<file path="config.mk">
export PLATFORM = sky130hd
export DESIGN_NAME = wb_commit_trace_buffer
export DESIGN_NICKNAME = d
export VERILOG_FILES = /design/src/rtl/wb_commit_trace_buffer.sv
export SDC_FILE = /design/constraint.sdc
export NUM_CORES = 1
export LEC_CHECK = 0
export CAP_MARGIN = 20
export CORE_MARGIN = 2
export CORE_UTILIZATION = 50
export DETAILED_ROUTE_END_ITERATION = 8
export GPL_TIMING_DRIVEN = 0
export PLACE_DENSITY = 0.76
export RECOVER_POWER = 100
export SLEW_MARGIN = 20
export SYNTH_ARGS = -nofsm -noshare
export SYNTH_HDL_FRONTEND = slang
export SYNTH_SLANG_ARGS = --single-unit
</file>
<file path="constraint.sdc">
create_clock -name clk -period 3.6 [get_ports clk]
set_clock_uncertainty 0.2 [all_clocks]
set_input_delay 0.72 -clock clk [delete_from_list [all_inputs] [get_ports clk]]
set_output_delay 0.72 -clock clk [all_outputs]
set_load 0.05 [all_outputs]
</file>
<file path="src/rtl/wb_commit_trace_buffer.sv">
// Commit trace buffer: captures retired WB-stage instructions into a small FIFO and
// replays them on a valid/ready debug-trace port. Optional counters under COMMIT_CNT_EN.
module wb_commit_trace_buffer #(
  parameter int DEPTH = 4
) (
  input  logic        clk,
  input  logic        rst,
  input  logic        WB_Valid,
  input  logic [31:0] WB_PC,
  input  logic [31:0] WB_Instr,
  input  logic        WB_RFWr,
  input  logic [4:0]  WB_Dst,
  input  logic [31:0] WB_Result,
  input  logic        Trace_Ready,
  output logic        Trace_Valid,
  output logic [31:0] debug_wb_pc,
  output logic [31:0] debug_wb_instr,
  output logic [3:0]  debug_wb_rf_wen,
  output logic [4:0]  debug_wb_rf_wnum,
  output logic [31:0] debug_wb_rf_wdata,
`ifdef COMMIT_CNT_EN
  output logic [31:0] Commit_Cnt,
  output logic [31:0] Stall_Cnt,
`endif
  output logic        Commit_Stall
);

  localparam int PTR_W = $clog2(DEPTH);
  localparam int CNT_W = PTR_W + 1;

  // Handshake: a record transfers on every rising edge where Trace_Valid && Trace_Ready;
  // Trace_Valid and the head fields stay stable until that transfer happens.
  logic [31:0] pc_mem    [DEPTH];
  logic [31:0] instr_mem [DEPTH];
  logic [3:0]  wen_mem   [DEPTH];
  logic [4:0]  wnum_mem  [DEPTH];
  logic [31:0] wdata_mem [DEPTH];

  logic [PTR_W-1:0] rd_ptr, wr_ptr;
  logic [CNT_W-1:0] count;
  logic             full, push, pop, rec_we;

  assign full         = (count == CNT_W'(DEPTH));
  assign Trace_Valid  = (count != '0);
  assign pop          = Trace_Valid && Trace_Ready;
  assign push         = WB_Valid && (!full || pop);
  assign Commit_Stall = WB_Valid && full && !Trace_Ready;
  // Writes to $0 never change architectural state, so they are traced as no-writes.
  assign rec_we       = WB_RFWr && (WB_Dst != 5'd0);

  always_ff @(posedge clk or negedge rst) begin
    if (!rst) begin
      rd_ptr <= '0;
      wr_ptr <= '0;
      count  <= '0;
    end else begin
      if (push) wr_ptr <= wr_ptr + PTR_W'(1);
      if (pop)  rd_ptr <= rd_ptr + PTR_W'(1);
      case ({push, pop})
        2'b10:   count <= count + CNT_W'(1);
        2'b01:   count <= count - CNT_W'(1);
        default: count <= count;
      endcase
    end
  end

  always_ff @(posedge clk) begin
    if (push) begin
      pc_mem[wr_ptr]    <= WB_PC;
      instr_mem[wr_ptr] <= WB_Instr;
      wen_mem[wr_ptr]   <= {4{rec_we}};
      wnum_mem[wr_ptr]  <= WB_Dst;
      wdata_mem[wr_ptr] <= rec_we ? WB_Result : 32'h0;
    end
  end

  // Storage is not reset, so the head is masked to zero whenever the FIFO is empty.
  always_comb begin
    debug_wb_pc       = 32'h0;
    debug_wb_instr    = 32'h0;
    debug_wb_rf_wen   = 4'h0;
    debug_wb_rf_wnum  = 5'h0;
    debug_wb_rf_wdata = 32'h0;
    if (Trace_Valid) begin
      debug_wb_pc       = pc_mem[rd_ptr];
      debug_wb_instr    = instr_mem[rd_ptr];
      debug_wb_rf_wen   = wen_mem[rd_ptr];
      debug_wb_rf_wnum  = wnum_mem[rd_ptr];
      debug_wb_rf_wdata = wdata_mem[rd_ptr];
    end
  end

`ifdef COMMIT_CNT_EN
  always_ff @(posedge clk or negedge rst) begin
    if (!rst) begin
      Commit_Cnt <= 32'h0;
      Stall_Cnt  <= 32'h0;
    end else begin
      if (pop)          Commit_Cnt <= Commit_Cnt + 32'd1;
      if (Commit_Stall) Stall_Cnt  <= Stall_Cnt + 32'd1;
    end
  end
`endif

endmodule

</file>
# [Yosys cells after proc, flatten, opt, wreduce, memory -nomap -nowiden]
# Memory sizes are Yosys's and may differ from the RTL's.
# Cells that the tools add are included.
[word_totals] memories=5 ramBits=420 register_bits=7 word_cells=35 inputBits=106 out_inout_bits=107
[memory_table] name="instr_mem" words=4 word_bits=32 rd=1 rd_clocked_by_memory_dff=0 write_ports=1 line="34" text="logic [31:0] instr_mem [DEPTH];"
[memory_table] name="pc_mem" words=4 word_bits=32 rd=1 rd_clocked_by_memory_dff=0 write_ports=1 line="33" text="logic [31:0] pc_mem [DEPTH];"
[memory_table] name="wdata_mem" words=4 word_bits=32 rd=1 rd_clocked_by_memory_dff=0 write_ports=1 line="37" text="logic [31:0] wdata_mem [DEPTH];"
[memory_table] name="wnum_mem" words=4 word_bits=5 rd=1 rd_clocked_by_memory_dff=0 write_ports=1 line="36" text="logic [4:0] wnum_mem [DEPTH];"
[memory_table] name="wen_mem" words=4 word_bits=4 rd=1 rd_clocked_by_memory_dff=0 write_ports=1 line="35" text="logic [3:0] wen_mem [DEPTH];"
[classes] eq_ne=3 n_reduce_logical=11 add_sub_neg=4 n_mux=9
[ops] operator="$mux 32" count=4
[ops] operator="$pmux 3 s2" count=1
[ops] operator="$logic_and 1x1->1" count=5
[ops] operator="$mux 5" count=1
[ops] operator="$reduce_bool 5->1" count=1
[ops] operator="$add 2x1->2 const B" count=2
[ops] operator="$mux 4" count=1
[ops] operator="$add 3x1->3 const B" count=1
[ops] operator="$eq 3x3->1 const B" count=1
[ops] operator="$reduce_bool 3->1" count=1
[ops] operator="$sub 3x1->3 const B" count=1
[ops] operator="$eq 2x1->1 const B" count=1
[ops] operator="$eq 2x2->1 const B" count=1
[ops] operator="$logic_not 1->1" count=2
[ops] operator="$mux 1" count=2
[ops] operator="$reduce_bool 2->1" count=1
[ops] operator="$logic_or 1x1->1" count=1

# [Logic depth before layout (Yosys ltp)]
# Gate-level depths: netlist of the first run.
[depth] word_depth=6 depth_mapped=8 depth_no_buf=6

# [Worst setup path before layout of the first run]
# Ideal clock, no wire load.
[synth_path] path_type="input port to flip-flop" start="in WB_Valid" end="mem instr_mem[0][0] (enable)" arrival_ns=3.498 cell_stages=3 setup_slack_ns=-0.571 cell_sequence="buf_2 -> o21a_1 -> and2_1"
[synth_between] elab_chain_cells=3
[synth_rtl] item="start: declaration" line="8" text="input logic WB_Valid,"
[synth_rtl] item="$logic_and 1x1->1" line="46" text="assign push = WB_Valid && (!full || pop);"
[synth_rtl] item="$mux 1" line="68" text="if (push) begin"
[synth_rtl] item="$mux 1 (not written as such)" line="70" text="instr_mem[wr_ptr] <= WB_Instr;"
[synth_rtl] item="end: declaration" line="34"
# No other way between the ends.

# [Worst setup path in the final report of the first run]
[layout_path] start="in Trace_Ready" end="out Commit_Stall"
[layout_between] elab_chain_cells=2
[layout_rtl] item="start: declaration" line="14" text="input logic Trace_Ready,"
[layout_rtl] item="$logic_not 1->1" line="47" text="assign Commit_Stall = WB_Valid && full && !Trace_Ready;"
[layout_rtl] item="$logic_and 1x1->1" line="47"
[layout_rtl] item="end: declaration" line="25" text="output logic Commit_Stall"
# No other way between the ends.

==> results.py, run 1 <==
metrics = {
    "setup_path": {
        "max_stage_delay_ns": 0.91,
        "reg2reg_slack_ns": 0.53,
        "setup.worst_path.end": "Commit_Stall",
        "critPathLaunchType": "input pin",
        "cp_max_fo": 10,
        "crit_top_cell": "clkdlybuf4s50_1",
        "crit_buf_inv": 3,
        "reg2reg_depth": 5,
        "cp.arrival_ns": 2.58,
        "timing.critical_path.from": "Trace_Ready",
        "path_delay_family": "buffers and inverters",
        "critical_path_class": "in -> out",
        "slowest_stage": "clkdlybuf4s50_1",
        "crit_required_ns": 2.68,
        "worstPathCellList": "clkdlybuf4s50_1 -> clkbuf_1 -> nor3b_1 -> clkdlybuf4s50_1",
        "cp.depth": 4,
        "endpoint_kind": "output port",
        "reg2reg_from": "count[2]",
        "r2r-end": "wdata_mem[3][26]",
    },
    "sta": {
        "setup_viol": 0,
        "fin_crit_ns": 3.501,
        "finalCritPeriodShare_pct": 97.24,
        "max_freq_mhz": 285.7,
        "fin_ws_ns": 0.09923,
        "hold_viol_final": 0,
        "max_slew_margin_pct": -12.00,
        "fin_tns_setup_ns": 0,
        "slew_violations": 33,
        "tightest_slew_ns": 1.679,
    },
    "placed_design": {
        "globalplace.congestion": 0.7360,
        "placedInstanceArea_mm2": 0.01912,
        "dp_hpwl_um": 19930,
        "dp_worst_setup_slack_ns": -0.1846,
        "portBuffers": 212,
    },
    "clock_tree": {
        "cts_buffers": 43,
        "cts_root_buffer": "clkbuf_16",
        "cts_max_level": 2,
        "clk_pin_slew_ns": 0.06,
        "clockBufferDepth": 3,
        "post_cts_buffers": 0,
        "clkLatencyLatePin_ns": 0.52,
        "cts.sinks": 415,
        "cts_tree": "built",
    },
    "global_route": {
        "grt_pass1_vias": 8488,
        "grt_max_degree": 45,
        "grtUsageTotal_pct": 19.05,
        "grt_antenna_before_repair": 6,
        "grt_first_pass_wirelength_um": 48370,
        "overflow": 0,
    },
    "synth": {
        "synth_seq_cells": 415,
        "syn-instance-count": 738,
        "synth_cell_type_count": 36,
        "ys_seq_area_share_pct": 76.55,
        "yosysWarnings": 0,
        "syn_area_mm2": 0.01623,
        "syn_area_per_cell_um2": 22.00,
        "syn-num-nets": 849,
    },
    "status": {
        "violations": "capacitance limit, slew limit",
        "status": "finished, violations left",
    },
    "finish": {
        "nets": 1113,
        "drive_gt1_share_pct": 19.96,
        "area_growth_pct": 24.51,
        "final_core_util_pct": 63.56,
        "fillers": 2229,
        "stdcell_area_mm2": 0.02021,
    },
    "floorplanning": {
        "start_util_pct": 51.05,
        "num_rows": 65,
        "die_x_um": 184.2,
        "fp.dieArea_mm2": 0.03393,
        "io_pins": 213,
        "fp.coreArea_mm2": 0.03180,
        "die_y_um": 184.2,
    },
    "routing": {
        "via_per_inst": 5.360,
        "totalWireLength_um": 31590,
        "post_drt_wl_per_cell_um": 21.40,
        "drcViolationCount": 0,
        "vias": 7911,
        "drtPass1Iterations": 4,
        "drt_iter0_drc": 492,
        "antenna_left": 0,
    },
    "hold_path": {
        "hold_path.class": "in -> async",
    },
    "run": {
        "drv_cap": 2,
    },
}
## sequential cells by signal, indices dropped and copies added (netlist names)
signal	count
count	3
wdata_mem	128
wr_ptr	2
pc_mem	128
instr_mem	128
wen_mem	4
rd_ptr	2
wnum_mem	20
## worst min-delay path by stage
| stage | to | slack (ns) | depth (start not counted) |
|---|---|---|---|
| 2_1_floorplan | count[0] | 0.22 | 0 |
| 3_3_place_gp | wr_ptr[1] | 0.34 | 1 |
| 3_5_place_dp | wr_ptr[1] | 0.36 | 1 |
| 4_1_cts | rd_ptr[1] | 0.25 | 1 |
| 5_1_grt | rd_ptr[1] | 0.34 | 1 |
| 6_report | rd_ptr[0] | 0.33 | 1 |
## cell type report
class | count | area [um^2] | area share, %
Antenna cell | 4 | 10.01 | 0.04952
Tap cell | 435 | 544.3 | 2.693
Timing Repair Buffer | 220 | 2112 | 10.45
Clock inverter | 26 | 210.2 | 1.040
Multi-Input combinational cell | 275 | 3456 | 17.10
Sequential cell | 415 | 12430 | 61.48
Clock buffer | 54 | 1117 | 5.528
Buffer | 42 | 317.8 | 1.572
Inverter | 5 | 18.77 | 0.09285
## routing by layer
layer	vias to the layer above	global-route usage, %	share of wire [%]
li1	3513	-	-
met1	4128	25.40	41
met2	227	32.45	51
met3	39	4.327	6.1
met4	4	4.096	1.5
met5	-	0	0.085
## Yosys cell counts (all sizes together)
master	number	area (um^2)
and2	138	863.3
ha	4	50.05
o21ai	2	10.01
a32o	1	10.01
o211ai	1	7.510
a21o	1	7.510
o32ai	1	8.760
clkbuf	13	48.80
and3	1	6.260
o21ba	1	10.01
inv	5	18.77
nand2	1	3.750
edfxtp	408	12250
o21a	2	15.01
dfrtp	7	175.2
buf	30	290.3
or3b	2	17.52
nand3	2	10.01
or3	1	6.260
fa	1	20.02
or4	1	7.510
xor2	2	17.52
a22oi	1	7.510
nor2b	1	6.260
mux2	1	11.26
xnor2	3	26.28
nand3b	2	15.01
nor2	2	7.510
mux4	102	2297
nor3b	1	7.510
## timing repair
item	CTS	global route
resized for setup	110	23
pin swaps	0	0
setup endpoints to repair	106	25
hold buffers	0	0
## stage by stage
stage                     cells  hold slack [ns]
after floorplan             738           0.2244
after global placement     1385           0.3385
after detailed placement   1393           0.3585
after CTS                  1472           0.2516
after global routing       1475           0.3404
final                      1476           0.3304
## cells in the final DEF (no fill, tap or decap), types with 3 or more instances in the layout
| cell type | n |
|---|---|
| bufinv_16 | 3 |
| dlygate4sd2_1 | 92 |
| clkinv_2 | 5 |
| and2_0 | 74 |
| mux4_2 | 102 |
| clkbuf_16 | 43 |
| inv_6 | 3 |
| buf_6 | 5 |
| clkbuf_4 | 5 |
| clkbuf_1 | 28 |
| xnor2_1 | 3 |
| clkdlybuf4s50_1 | 38 |
| edfxtp_1 | 408 |
| dlygate4sd3_1 | 70 |
| ha_1 | 4 |
| and2_1 | 63 |
| dfrtp_1 | 7 |
| diode_2 | 4 |
| clkbuf_2 | 12 |
| clkinv_1 | 13 |
| buf_16 | 5 |
| inv_1 | 5 |
| buf_2 | 9 |
| buf_4 | 3 |
| buf_12 | 6 |
## cells by family (layout without fill, tap and decap cells)
family          count (synthesis)  after routing  synth area share, %
compound gates                 10             10               0.4702
xor+xnor                        5              5               0.2698
fa+ha+maj                       5              5               0.4316
buf+inv                        48            347                2.204
flops                         415            415                76.55
mux                           103            103                14.22
other cells                     0              4                    0
simple gates                  152            152                5.858
Power of run 1 is not shown: default switching activity piles up to over one toggle a cycle in this logic, so the estimate is an artifact.
==> inputs of run 2 (changes only) <==
--- a/config.mk
+++ b/config.mk
@@ -5,12 +5,13 @@
 export SDC_FILE = /design/constraint.sdc
 export NUM_CORES = 1
 export LEC_CHECK = 0
-export CAP_MARGIN = 20
+export CAP_MARGIN = 5
 export CORE_MARGIN = 2
-export CORE_UTILIZATION = 50
+export CORE_UTILIZATION = 52
+export CTS_BUF_LIST = sky130_fd_sc_hd__clkbuf_2
 export DETAILED_ROUTE_END_ITERATION = 8
 export GPL_TIMING_DRIVEN = 0
-export PLACE_DENSITY = 0.76
+export PLACE_DENSITY = 0.79
 export RECOVER_POWER = 100
 export SLEW_MARGIN = 20
 export SYNTH_ARGS = -nofsm -noshare
==> results.py, run 2 (synthesis results as in run 1) <==
metrics = {
    "status": {
        "status": "finished, violations left",
        "violations": "capacitance limit, slew limit",
    },
    "setup_path": {
        "slowest_stage": "mux4_2",
        "cp.arrival_ns": 2.58,
        "worstPathCellList": "buf_6 -> buf_12 -> buf_12 -> clkbuf_16 -> mux4_2 -> and2_4 -> buf_6",
        "endpoint_kind": "output port",
        "critPathLaunchType": "flop",
        "crit_buf_inv": 5,
        "path_delay_family": "buffers and inverters",
        "max_stage_delay_ns": 0.49,
        "crit_required_ns": 2.68,
        "cp_max_fo": 6,
        "critical_path_class": "reg -> out",
    },
    "routing": {
        "post_drt_wl_per_cell_um": 20.76,
        "drcViolationCount": 0,
        "antenna_left": 0,
        "totalWireLength_um": 32080,
        "via_per_inst": 5.263,
        "vias": 8132,
        "drtPass1Iterations": 7,
        "drt_iter0_drc": 543,
    },
    "finish": {
        "largestRegisters": "instr_mem x128, pc_mem x128, wdata_mem x128",
        "layout_common_cells": "edfxtp_1, clkbuf_2, mux4_2",
        "layout_commonest_cell": "edfxtp_1",
        "drive_gt1_share_pct": 39.02,
        "final_cells": 1545,
        "nets": 1183,
        "area_growth_pct": 22.49,
    },
    "sta": {
        "max_slew_margin_pct": -5.679,
        "finalCritPeriodShare_pct": 97.33,
        "tightest_slew_ns": 1.585,
        "rsz0062_at_grt": "yes",
        "hold_viol_final": 0,
        "fin_tns_setup_ns": 0,
        "setup_viol": 0,
        "slew_violations": 29,
        "fin_crit_ns": 3.504,
        "worst_hold_slack_ns": 0.3426,
        "max_freq_mhz": 285.4,
    },
    "placed_design": {
        "portBuffers": 212,
        "globalplace.congestion": 0.7107,
        "dp.cells": 1354,
        "dp_hpwl_um": 19800,
    },
    "hold_path": {
        "hold_path.class": "in -> reg",
    },
    "clock_tree": {
        "clkLatencyLatePin_ns": 0.88,
        "cts_max_level": 3,
        "cts_tree": "built",
        "cts_buffers": 101,
        "cts.sinks": 415,
        "clockBufferDepth": 3,
        "cts_root_buffer": "clkbuf_2",
        "clk_pin_slew_ns": 0.10,
    },
    "floorplanning": {
        "io_pins": 213,
        "fp.coreArea_mm2": 0.03067,
        "die_y_um": 180.7,
        "start_util_pct": 52.93,
        "die_x_um": 180.7,
        "fp.dieArea_mm2": 0.03265,
        "num_rows": 64,
    },
    "run": {
        "drv_cap": 1,
    },
    "global_route": {
        "grt_pass1_vias": 9077,
        "grt_max_degree": 47,
        "grtUsageTotal_pct": 19.94,
        "grt_first_pass_wirelength_um": 49910,
        "overflow": 0,
        "grt_antenna_before_repair": 7,
    },
}
run 2: path summary, 6_finish.rpt:
check,startpoint,to,slack [ns],cells after the start
worst max-delay path,rd_ptr[0],debug_wb_instr[23],0.1,7
worst min-delay path,WB_PC[9],pc_mem[1][9],0.34,1
worst max register to register,count[2],wdata_mem[2][21],0.16,5
worst min register to register,wr_ptr[1],wr_ptr[1],0.37,1
max in group asynchronous,rst,rd_ptr[1],2.34,2
min in group asynchronous,rst,wr_ptr[1],0.52,2
run 2: layer usage:
metal  routed length (um)  GRT usage [%]
met5                   30              0
met4                  241          5.774
met2                15850          31.62
met3                 2797          6.672
met1                13160          26.65
run 2: per-stage QoR:
stage	utilization (%)	setup slack, ns	area [um^2]
finish	64.84	0.09599	19890
global route	64.81	-0.08404	19880
CTS	64.81	-0.1156	19880
detailed placement	62.12	-0.1119	19050
global placement	61.48	-1.028	18860
floorplan	-	0.5631	16240
run 2: timing repair:
item | 4_1_cts | 5_1_grt
gates cloned | 0 | 4
hold buffers | 1 | 0
endpoints found under the setup margin | 107 | 105
setup buffers | 5 | 2
pin swaps | 1 | 0
gates resized for setup | 508 | 201
endpoints found under the hold margin | 7 | 0
run 2: final cells by class:
type                            instances  area (um^2)
Inverter                                5        18.77
Antenna cell                            6        15.01
Tap cell                              396        495.5
Clock inverter                         33        170.2
Sequential cell                       415        12430
Fill cell                            2174        10780
Timing Repair Buffer                  232         2123
Buffer                                 42        410.4
Clock buffer                          141        705.7
Multi-Input combinational cell        275         3518
Power of run 2 is left out for the same reason.
